===== src/rtl/pipeline_ctrl_pkg.sv =====
// Shared types for the 5-stage pipeline controller: FSM states and the
// per-stage enable/flush bundle, plus the two canned control patterns.
package pipeline_ctrl_pkg;

   localparam int REG_W = 5;

   typedef enum logic [1:0] {
      RUN    = 2'd0,
      DRAIN  = 2'd1,
      HALTED = 2'd2
   } pctrl_state_t;

   typedef struct packed {
      logic pc_en;
      logic ifid_en;
      logic ifid_flush;
      logic idex_en;
      logic idex_flush;
      logic exmem_en;
      logic exmem_flush;
      logic memwb_en;
   } pipe_ctl_t;

   localparam pipe_ctl_t CTL_FREEZE = '{default: 1'b0};

   localparam pipe_ctl_t CTL_RUN = '{
      pc_en:       1'b1,
      ifid_en:     1'b1,
      ifid_flush:  1'b0,
      idex_en:     1'b1,
      idex_flush:  1'b0,
      exmem_en:    1'b1,
      exmem_flush: 1'b0,
      memwb_en:    1'b1
   };

   // Even parity over a control bundle, for use by downstream checkers.
   function automatic logic ctl_parity(input pipe_ctl_t ctl);
      return ^ctl;
   endfunction

endpackage


===== src/rtl/pipeline_ctrl_hazard_detect.sv =====
// Load-use hazard compare: the ID/EX load's destination matches a source of
// the instruction in IF/ID. Register r0 never creates a dependency.
module hazard_detect
   import pipeline_ctrl_pkg::*;
(
   input  logic             ex_dREN,
   input  logic [REG_W-1:0] ex_wsel,
   input  logic [REG_W-1:0] id_rs,
   input  logic [REG_W-1:0] id_rt,
   output logic             lduse
);

   logic wsel_nz_s;
   logic match_s;

   // Destination/source comparison with r0 excluded.
   always_comb begin
      wsel_nz_s = (ex_wsel != {REG_W{1'b0}});
      match_s   = (ex_wsel == id_rs) || (ex_wsel == id_rt);
      lduse     = ex_dREN && wsel_nz_s && match_s;
   end

endmodule


===== src/rtl/pipeline_ctrl.sv =====
// Hazard and sequencing controller for the 5-stage pipeline: stage enables and
// flushes, halt drain FSM, saturating stall counter and D-memory watchdog.
module pipeline_ctrl
   import pipeline_ctrl_pkg::*;
#(
   parameter int CNT_W   = 32,
   parameter int TIMEOUT = 1024
)(
   input  logic             CLK,
   input  logic             nRST,
   input  logic             ihit,
   input  logic             dhit,
   input  logic             mem_dreq,
   input  logic             mem_halt,
   input  logic             ex_dREN,
   input  logic [REG_W-1:0] ex_wsel,
   input  logic [REG_W-1:0] id_rs,
   input  logic [REG_W-1:0] id_rt,
   input  logic             br_taken,
   output logic             pc_en,
   output logic             ifid_en,
   output logic             ifid_flush,
   output logic             idex_en,
   output logic             idex_flush,
   output logic             exmem_en,
   output logic             exmem_flush,
   output logic             memwb_en,
   output logic             halted,
   output logic             err,
   output logic [CNT_W-1:0] stall_cnt
);

   localparam int            DW         = $clog2(TIMEOUT) + 1;
   localparam logic [DW-1:0] TMO_C      = DW'(TIMEOUT);
   localparam logic [DW-1:0] TMO_M1_C   = DW'(TIMEOUT - 1);

   pctrl_state_t     state_r;
   pctrl_state_t     next_state_s;
   pipe_ctl_t        ctl_s;
   pipe_ctl_t        ctl_out_s;
   logic             lduse_s;
   logic             dwait_s;
   logic [CNT_W-1:0] stall_cnt_r;
   logic [DW-1:0]    dwait_cnt_r;
   logic             err_r;
   logic             halted_r;

   hazard_detect u_hazard (
      .ex_dREN (ex_dREN),
      .ex_wsel (ex_wsel),
      .id_rs   (id_rs),
      .id_rt   (id_rt),
      .lduse   (lduse_s)
   );

   assign dwait_s = mem_dreq && !dhit;

   // Priority arbitration of stall/flush sources and next-state selection.
   always_comb begin
      ctl_s        = CTL_RUN;
      next_state_s = state_r;
      case (state_r)
         RUN: begin
            if (dwait_s) begin
               ctl_s = CTL_FREEZE;
            end else if (mem_halt) begin
               // Everything behind halt is discarded before it reaches MEM.
               ctl_s             = CTL_FREEZE;
               ctl_s.memwb_en    = 1'b1;
               ctl_s.exmem_flush = 1'b1;
               next_state_s      = DRAIN;
            end else if (br_taken) begin
               ctl_s.pc_en      = ihit;
               ctl_s.ifid_flush = 1'b1;
               ctl_s.idex_flush = 1'b1;
            end else if (lduse_s) begin
               ctl_s.pc_en      = 1'b0;
               ctl_s.ifid_en    = 1'b0;
               ctl_s.idex_flush = 1'b1;
            end else if (!ihit) begin
               ctl_s.pc_en      = 1'b0;
               ctl_s.ifid_flush = 1'b1;
            end else begin
               ctl_s = CTL_RUN;
            end
         end
         DRAIN: begin
            ctl_s          = CTL_FREEZE;
            ctl_s.memwb_en = 1'b1;
            next_state_s   = HALTED;
         end
         HALTED: begin
            ctl_s = CTL_FREEZE;
         end
         default: begin
            ctl_s        = CTL_FREEZE;
            next_state_s = RUN;
         end
      endcase
   end

   // Hold every stage still while reset is asserted.
   always_comb begin
      if (!nRST) begin
         ctl_out_s = CTL_FREEZE;
      end else begin
         ctl_out_s = ctl_s;
      end
   end

   // FSM state, halted flag, stall counter and D-memory watchdog.
   always_ff @(posedge CLK or negedge nRST) begin
      if (!nRST) begin
         state_r     <= RUN;
         halted_r    <= 1'b0;
         stall_cnt_r <= {CNT_W{1'b0}};
         dwait_cnt_r <= {DW{1'b0}};
         err_r       <= 1'b0;
      end else begin
         state_r <= next_state_s;
         if (state_r == DRAIN) begin
            halted_r <= 1'b1;
         end
         if ((state_r == RUN) && !ctl_s.pc_en && (stall_cnt_r != {CNT_W{1'b1}})) begin
            stall_cnt_r <= stall_cnt_r + CNT_W'(1);
         end
         if ((state_r == RUN) && dwait_s) begin
            if (dwait_cnt_r != TMO_C) begin
               dwait_cnt_r <= dwait_cnt_r + DW'(1);
            end
            // Flag on the same edge the count reaches the limit.
            if (dwait_cnt_r >= TMO_M1_C) begin
               err_r <= 1'b1;
            end
         end else begin
            dwait_cnt_r <= {DW{1'b0}};
         end
      end
   end

   assign pc_en       = ctl_out_s.pc_en;
   assign ifid_en     = ctl_out_s.ifid_en;
   assign ifid_flush  = ctl_out_s.ifid_flush;
   assign idex_en     = ctl_out_s.idex_en;
   assign idex_flush  = ctl_out_s.idex_flush;
   assign exmem_en    = ctl_out_s.exmem_en;
   assign exmem_flush = ctl_out_s.exmem_flush;
   assign memwb_en    = ctl_out_s.memwb_en;
   assign halted      = halted_r;
   assign err         = err_r;
   assign stall_cnt   = stall_cnt_r;

endmodule


===== config.mk =====
export PLATFORM = sky130hd
export DESIGN_NAME = pipeline_ctrl
export DESIGN_NICKNAME = d
export VERILOG_FILES = /design/src/rtl/pipeline_ctrl_pkg.sv /design/src/rtl/pipeline_ctrl_hazard_detect.sv /design/src/rtl/pipeline_ctrl.sv
export SDC_FILE = /design/constraint.sdc
export NUM_CORES = 1
export LEC_CHECK = 0
export ABC_AREA = 1
export BUFFER_PORTS_ARGS = -buffer_cell sky130_fd_sc_hd__buf_2
export CAP_MARGIN = 20
export CELL_PAD_IN_SITES_DETAIL_PLACEMENT = 1
export CELL_PAD_IN_SITES_GLOBAL_PLACEMENT = 2
export CORE_MARGIN = 3
export CORE_UTILIZATION = 33
export CTS_BUF_LIST = sky130_fd_sc_hd__clkbuf_4
export DETAILED_ROUTE_END_ITERATION = 7
export PLACE_DENSITY_LB_ADDON = 0.1
export REMOVE_ABC_BUFFERS = 1
export SETUP_SLACK_MARGIN = 0.02
export SLEW_MARGIN = 10
export SYNTH_ARGS = -nofsm -noshare
export SYNTH_HDL_FRONTEND = slang
export SYNTH_SLANG_ARGS = --single-unit

===== constraint.sdc =====
create_clock -name CLK -period 4.47 [get_ports CLK]
set_input_delay 0.2235 -clock CLK [delete_from_list [all_inputs] [get_ports CLK]]
set_output_delay 0.2235 -clock CLK [all_outputs]
set_load 0.02 [all_outputs]

Yosys cells after proc, flatten, opt, wreduce, memory -nomap -nowiden
Cells that the tools add are included.
{ "word_totals": {"register_bits": 47, "latch_bits": 0, "ramBits": 0, "romBits": 0, "input_bits": 23, "out_inout_bits": 42, "elab_cells": 50, "n_memories": 0} }
{ "classes": {"addsub": 2, "multipliers": 0, "div_mod_pow": 0, "n_lt_le_gt_ge": 1, "eq_ne": 9, "n_shift": 0, "n_mux": 19, "bitwise": 1, "reduce_logical": 13} }
{ "op_table": {"columns": ["op", "n"], "rows": [
  ["adder 32 x 1 -> 32 bit (second input constant)", 1],
  ["inequality test 32 bit (second input constant)", 1],
  ["2-to-1 mux 8 bit", 3],
  ["2-to-1 mux 11 bit", 2],
  ["case mux 8 bit (2 select lines)", 1],
  ["adder 11 x 1 -> 11 bit (second input constant)", 1],
  ["greater-or-equal comparator 11 x 10 -> 1 bit (second input constant)", 1],
  ["inequality test 11 bit (second input constant)", 1],
  ["== test 5 bit", 2],
  ["2-to-1 mux 1 bit", 8],
  ["2-to-1 mux 2 bit", 4],
  ["logical AND 1 bit", 6],
  ["case mux 2 bit (3 select lines)", 1],
  ["nonzero test 5 bit", 1],
  ["inequality test 2 bit (second input constant)", 2],
  ["AND reduction 3 bit", 1],
  ["== test 2 x 1 -> 1 bit (second input constant)", 1],
  ["== test 2 bit (second input constant)", 1],
  ["zero test 1 bit", 2],
  ["zero test 2 bit", 1],
  ["inequality test 2 x 1 -> 1 bit (second input constant)", 1],
  ["AND reduction 2 bit", 1],
  ["logical OR 1 bit", 1],
  ["inverter 1 bit", 1]
]} }

Depth between registers and ports, before layout
Gate-level depths: netlist of the first run.
{ "depth": {"word_depth": 11, "mapped_depth": 12, "depth_no_buf": 11} }

Hierarchy
From an unflattened synthesis of the first run, not the netlist that was laid out.
{ "hier_totals": {"cells_unflattened": 515, "area_unflattened_um2": 3294.4} }
{ "modules_own_cells": {"columns": ["module", "n_inst", "cells_per_inst", "area_each_um2", "seq_area_each_um2"], "rows": [
  ["pipeline_ctrl", 1, 470, 3099.2, 1176.1],
  ["hazard_detect", 1, 45, 195.2, 0.0]
]} }

Worst setup path before layout of the first run
No wires, ideal clock.
{ "synth_timing": {"kind": "register to output", "from": "reg state_r[1]", "to": "out ifid_flush", "arrival_time_ns": 1.606, "t_required_ns": 4.247, "setup_slack_ns": 2.640, "path_stages_with_launch": 8, "cell_sequence": "dfrtp_1 -> nor2_1 -> o21ai_0 -> nor2_1 -> inv_1 -> nor2_1 -> nand2_1 -> a21oi_1"} }
{ "synth_between": {"elab_chain_len": 3, "elab_cells_between_ends": 4, "cone_classes": "eq/ne: 1; mux: 2; reduce/logical: 1"} }
{ "synth_rtl": {"columns": ["element", "line", "source"], "rows": [
  ["start, declared", "pipeline_ctrl.sv:37", "pctrl_state_t state_r;"],
  ["start signal, assigned", "pipeline_ctrl.sv:120", "state_r <= next_state_s;"],
  ["== test 2 x 1 -> 1 bit or zero test 2 bit (tied branches)", "pipeline_ctrl.sv:62", "case (state_r)"],
  ["case mux 8 bit (2 select lines) *", "pipeline_ctrl.sv:62", null],
  ["2-to-1 mux 8 bit *", "pipeline_ctrl.sv:104", "if (!nRST) begin"],
  ["end, declared", "pipeline_ctrl.sv:22", "output logic ifid_flush,"]
]} }
Every way passes the cells marked *; elsewhere a longest branch is shown, timed or not.

Final worst setup path of the first run
{ "layout_timing": {"from": "in nRST", "to": "out ifid_flush"} }
{ "layout_between": {"elab_chain_len": 1} }
{ "layout_rtl": {"columns": ["element", "line", "source"], "rows": [
  ["start, declared", "pipeline_ctrl.sv:10", "input logic nRST,"],
  ["2-to-1 mux 8 bit", "pipeline_ctrl.sv:104", null]
]} }
Every way passes these cells.

==> results.md, run 1 <==
- Post-synth top area share: 0.3681
- Area occupied by multi-input gates: 0.001727 mm2
- Total track usage: 0.1743
- EDFF count, synth: 0
- Antenna diodes: 0
- Status: complete, no violations
- Fmax: 408.8 MHz
- Synthesized instance count: 490
- Most numerous cell in the Yosys netlist: nand2_1
- Routability cong.: 0.8247
- Final Max Tran Viols: 0
- H-Tree Depth: 2
- # DRC: 0
- HPWL Detailed: 7442 um
- Die footprint: 0.01090 mm2
- DP Cell Count: 675
- Avg WL per Cell: 13.87 um
- Final ANT Viol Nets: 0
- Final hold violation count: 0
- Yosys reg bits: 47
- Worst hold-check path type: in -> reg
- Slowest-stage cell, CP: dlygate4sd3_1
- Grt total ovfl: 0
- WP buf/inv: 5
- Clk_lat worst skew: 0.37 ns
- Clock Pin Slew Worst Setup and Hold Paths: 0.14 ns
- Max-slew headroom: 0.5681
- CP Max Fanout: 49
- Avg Inst Size Synth: 6.522 um2
- Pre-CTS setup slack: 2.146 ns
- Cell area after synthesis: 0.003196 mm2
- Pwr dens: 312.3 mW/mm2
- Largest net degree at the start of global routing: 50
- R2R depth: 11
- Total detailed-routing wirelength: 9487 um
- Worst R2R Start: stall_cnt[0]$_DFFE_PN0P_
- Crit path top cell by count: buf_2
- Fin crit period: 2.446 ns
- WP data arrival: 2.22 ns
- Post-synthesis cell type count: 25
- Clk_skew: 0.01924 ns
- Critical path type: in -> out
- Vias in the first global route: 3,267
- Area Growth Syn to Fin: 16.91%
- Initial antenna violation count: 0
- Top post-synthesis cells by area: dfrtp_1, nand2_1, nand3_1, nor2_1, inv_1
- TritonCTS buffer count: 5
- Slew @ Worst Pin: 0.6478 ns
- Total vias in the final route: 3,289
- Site Rows: 35
- CP top delay family: buffers and inverters
- CP Launch Type: input pin
- Chip Height: 104.4 um
- Fillers: 1,268
- Final #Nets: 580
- I/O pin count: 65
- Hold EP: state_r[0]$_DFFE_PN0P_
- Worst Hold Depth: 3
- Register Area: 0.001176 mm2
- CTS tree: built
- Async SR Flop Fraction: 1.000
- Most used DFF post-synth: dfrtp_1
- DRT Pass-1 Iters: 4
- Seq/Total Area, Yosys: 0.3681
- Yosys warns: 0
- Share of layout cells above drive strength 1: 0.1423
- Max VDD drop: 0.1720 mV
- Final period util: 0.5472
- Die Wd: 104.4 um
- CP endpoint kind: primary output
- Final cell utilization of the core: 0.4005
- Post-Route Hold Slack: 0.1067 ns
- CTS Sinks: 47
- Root Buffer: clkbuf_4
- RSZ-0062 raised after global routing: no
- Hold_sp: mem_halt
- R2r setup slk: 2.16 ns
- First-pass GRT wire length: 15,830 um
- Worst-path cell chain: dlygate4sd3_1 -> buf_2 -> buf_4 -> inv_1 -> nor2_1 -> nand2_1 -> a21oi_1 -> buf_2
- TNS Setup: 0 ns
- # setup viols final: 0
- Total core area: 0.009328 mm2
- Cell Count, Final, Fillers Out: 684
- Data required time of the worst path: 4.25 ns
- Area leader, netlist: dfrtp_1
- Synth cell count leaders: nand2_1, nor2_1, inv_1
- Starting Density: 0.3426
- Max Buffers Root-to-Sink: 2
- CP max stage delay: 0.52 ns
- FF-to-FF End: stall_cnt[17]$_DFFE_PN0P_
- Setup WS post-layout: 2.024 ns
- Post-CTS setup buffers: 0
- DR vias/cell: 4.808
- Initial drt markers: 127
- Static Leakage: 2.036 nW
- Max-cap violations: 0
- Number of I/O port buffers: 64
==> registers in the layout, indices dropped and copies added (netlist names) <==
register     flops
dwait_cnt_r     11
err              1
halted           1
stall_cnt       32
state_r          2
==> cell type report <==
cell class,instances,share of cell area
repair buffers,67,0.09243
multi-input cells,374,0.4622
flip-flops and latches,47,0.3148
well taps,129,0.04320
clock buffers,5,0.01005
inverters,59,0.05928
clock inverters,3,0.01808
==> per-stage QoR <==
step                instance area (um2)  total power [mW]
finish                             3736             1.167
floorplan                          3124            0.7247
CTS                                3736             1.189
detailed placement                 3621            0.8597
global route                       3736             1.258
global placement                   3621            0.8468
==> cell families after synthesis <==
logic type	Yosys count	synth area share
AO/OA/AOI/OAI	19	0.03172
buffers and inverters	69	0.09162
XOR/XNOR	21	0.05755
AND/OR/NAND/NOR	331	0.4393
adder cells (fa/ha/maj)	3	0.01175
flip-flops	47	0.3681
==> layout by cell type, fill, tap and decap left out, drive strengths merged <==
cell type,count
a211oi,1
a21o,1
a21oi,7
a31oi,1
buf,66
bufinv,2
clkbuf,5
clkinvlp,1
dfrtp,47
dlygate4sd3,1
ha,3
inv,59
nand2,183
nand3,55
nand3b,7
nand4,5
nor2,60
nor3,20
nor3b,1
o21ai,9
xnor2,5
xor2,16
==> worst max-delay path by stage <==
stage                                        start                         to  slack [ns]  depth (start not counted)
final                                         nRST                 ifid_flush        2.02                          8
after global placement    stall_cnt[0]$_DFFE_PN0P_  stall_cnt[21]$_DFFE_PN0P_        2.28                         11
after floorplan             state_r[1]$_DFFE_PN0P_                 ifid_flush        2.40                          7
after global routing                          nRST                 ifid_flush        1.75                          8
after CTS                                     nRST                 ifid_flush        1.95                          8
after detailed placement  stall_cnt[0]$_DFFE_PN0P_  stall_cnt[17]$_DFFE_PN0P_        2.15                         11
==> report_power, final <==
part	total [mW]	switching, mW	internal [mW]
combinational	0.353	0.260	0.0929
clock	0.322	0.148	0.174
sequential	0.492	0.0370	0.455
==> worst min-delay path, stage by stage <==
cell    delay, ns
buf_2        0.11
inv_1        0.07
nor2_1       0.04
==> repair_timing <==
item | 4_1_cts | 5_1_grt
resized for setup | 0 | 0
hold buffers | 1 | 0
endpoints found under the setup margin | 0 | 0
hold endpoints to repair | 47 | 0
==> routing by layer <==
| layer | GRT usage | share of wire |
|---|---|---|
| met1 | 0.2479 | 0.50 |
| met4 | 0.02659 | 0.0077 |
| met2 | 0.2841 | 0.46 |
| met5 | 0 | 0 |
| met3 | 0.02731 | 0.034 |
(Power assumes the default switching activity.)
==> run 2: changes to the inputs <==
- CORE_UTILIZATION: 33 -> 30
- clock period: 4.47 -> 2.3 ns (I/O delays scaled with it)
==> run 2 against run 1 <==
First-iteration DRC count down 5.5%; non-clock buffer count rose by 6; critical endpoint is now stall_cnt[27]$_DFFE_PN0P_; clock-buffer cell count is the same; largest power group unchanged.
==> results.md, run 2 (same netlist as run 1, synthesis figures left out) <==
- Global route hottest layer: met2 (unchanged)
- Die footprint: 0.01193 mm2 (was 0.01090 mm2)
- Max-cap violations: 0 (unchanged)
- CP Launch Type: register (was input pin)
- Fin crit period: 2.039 ns
- CTS Sinks: 47 (unchanged)
- Total track usage: 0.1774 (was 0.1743)
- Final #Nets: 586 (was 580)
- # setup viols final: 0 (unchanged)
- Highest-count cells in the layout ignoring fill and taps: nand2_1, buf_2, inv_1, nor2_1, nand3_1 (was nand2_1, buf_2, nor2_1, inv_1, nand3_1)
- CP Max Fanout: 17 (was 49)
- Clk_skew: 0.01901 ns (was 0.01924 ns)
- Slew @ Worst Pin: 0.6397 ns (was 0.6478 ns)
- Met1 Use GR: 0.2591 (was 0.2479)
- Site Rows: 37 (was 35)
- Initial antenna violation count: 0 (unchanged)
- Max Buffers Root-to-Sink: 2 (unchanged)
- Met2 Resource Use GR: 0.2789 (was 0.2841)
- CP max stage delay: 0.42 ns (was 0.52 ns)
- Worst-path cell chain: ha_1 -> nand3_2 -> nor2_4 -> nand3b_1 -> nor2_1 -> nand3_1 -> nand2_1 -> inv_2 -> buf_4 -> nand3_1 -> nand2_1 (was dlygate4sd3_1 -> buf_2 -> buf_4 -> inv_1 -> nor2_1 -> nand2_1 -> a21oi_1 -> buf_2)
- Root Buffer: clkbuf_4 (unchanged)
- Clk_lat worst skew: 0.38 ns (was 0.37 ns)
- TNS Setup: 0 ns (unchanged)
- Area Growth Syn to Fin: 19.03% (was 16.91%)
- Fmax: 490.3 MHz
- RSZ-0062 raised after global routing: no (unchanged)
- CTS tree: built (unchanged)
- DR vias/cell: 4.714 (was 4.808)
- # DRC: 0 (unchanged)
- Data required time of the worst path: 2.57 ns (was 4.25 ns)
- HPWL Detailed: 7833 um (was 7442 um)
- Pwr dens: 614.2 mW/mm2 (was 312.3 mW/mm2)
- Worst hold-check path type: in -> reg (unchanged)
- First-pass GRT wire length: 16,840 um (was 15,830 um)
- Largest net degree at the start of global routing: 48 (was 50)
- Met3 usage: 0.02783 (was 0.02731)
- Total vias in the final route: 3,286 (was 3,289)
- Max VDD drop: 0.4490 mV (was 0.1720 mV)
- Pwr Total: 2.336 mW (was 1.167 mW)
- Total core area: 0.01032 mm2 (was 0.009328 mm2)
- Final Max Tran Viols: 0 (unchanged)
- Share of layout cells above drive strength 1: 0.1515 (was 0.1423)
- Clock Pin Slew Worst Setup and Hold Paths: 0.14 ns (about the same)
- Vias in the first global route: 3,398 (was 3,267)
- Avg WL per Cell: 14.19 um (was 13.87 um)
- Number of I/O port buffers: 64 (unchanged)
- R2r setup slk: 0.26 ns (was 2.16 ns)
- Critical path type: reg -> reg (was in -> out)
- I/O pin count: 65 (unchanged)
- WP data arrival: 2.31 ns (was 2.22 ns)
- Final hold violation count: 0 (unchanged)
- Starting Density: 0.3095 (was 0.3426)
- Number of flip-flops under the largest register name: 32 (unchanged)
- Commonest non-fill, non-tap cell in the layout: nand2_1 (unchanged)
- Final period util: 0.8867
- Routability cong.: 0.8315 (was 0.8247)
- CP endpoint kind: register (was primary output)
- TritonCTS buffer count: 5 (unchanged)
- Final ANT Viol Nets: 0 (unchanged)
- WP buf/inv: 2 (was 5)
- DRT Pass-1 Iters: 4 (unchanged)
- Post-CTS setup buffers: 0 (unchanged)
- Max-slew headroom: 0.5735 (was 0.5681)
- Initial drt markers: 120 (was 127)
- Static Leakage: 2.067 nW (was 2.036 nW)
- CP top delay family: simple AND/OR/NAND/NOR gates (was buffers and inverters)
- Total detailed-routing wirelength: 9893 um (was 9487 um)
- H-Tree Depth: 2 (unchanged)
- Die Wd: 109.2 um (was 104.4 um)
- Antenna diodes: 0 (unchanged)
- Status: complete, no violations (unchanged)
- Grt total ovfl: 0 (unchanged)
- Slowest-stage cell, CP: dfrtp_1 (was dlygate4sd3_1)
- Chip Height: 109.2 um (was 104.4 um)
run 2: metal layers:
metal	vias up	routed length (um)
met2	50	4354
li1	1670	-
met3	7	310
met1	1559	5145
met4	0	82
met5	-	0
run 2: timing repair:
item,in CTS,in global routing
endpoints found under the setup margin,0,33
resized for setup,0,3
hold buffers,2,0
hold endpoints to repair,48,0
run 2: metrics by stage:
step / hold slack (ns) / utilization / cells / cell area (um2) / setup slack (ns)
after detailed placement: 0.3497 / 0.3552 / 687 / 3667 / 0.2014
final: 0.05784 / 0.3684 / 697 / 3804 / 0.2606
after CTS: 0.1053 / 0.3673 / 697 / 3792 / 0.1288
after global placement: 0.3471 / 0.3552 / 687 / 3667 / 0.2961
after global routing: 0.08474 / 0.3684 / 697 / 3804 / 0.02805
after floorplan: -0.1806 / - / 480 / 3124 / 0.3284
run 2: worst paths after layout:
check                                                start                         end  cells after the start
worst max-delay path              stall_cnt[0]$_DFFE_PN0P_   stall_cnt[27]$_DFFE_PN0P_                     11
worst min-delay path                                  dhit      state_r[0]$_DFFE_PN0P_                      3
worst max register to register    stall_cnt[0]$_DFFE_PN0P_   stall_cnt[27]$_DFFE_PN0P_                     11
worst min register to register  dwait_cnt_r[5]$_DFFE_PN0P_  dwait_cnt_r[5]$_DFFE_PN0P_                      1
max in group asynchronous                             nRST   stall_cnt[24]$_DFFE_PN0P_                      3
min in group asynchronous                             nRST  dwait_cnt_r[9]$_DFFE_PN0P_                      3
run 2: where the power goes:
part	total, mW	leakage (nW)	internal [mW]	switching (mW)
clock network	0.633	0.0514	0.338	0.295
registers	0.956	0.642	0.884	0.0719
logic	0.748	1.37	0.216	0.532
total	2.34	2.07	1.44	0.899
run 2: cell type report:
class                   count  area [um2]
fillers                  1379        6520
repair buffers             73       392.9
clock buffers               5       37.54
flip-flops and latches     47        1176
multi-input cells         374        1738
inverters                  59       221.5
well taps                 136       170.2
clock inverters             3       67.56
run 2: worst min-delay path, stage by stage:
cell and delay (ns):
buf_2 0.09, o21ai_1 0.10, nor2_1 0.09
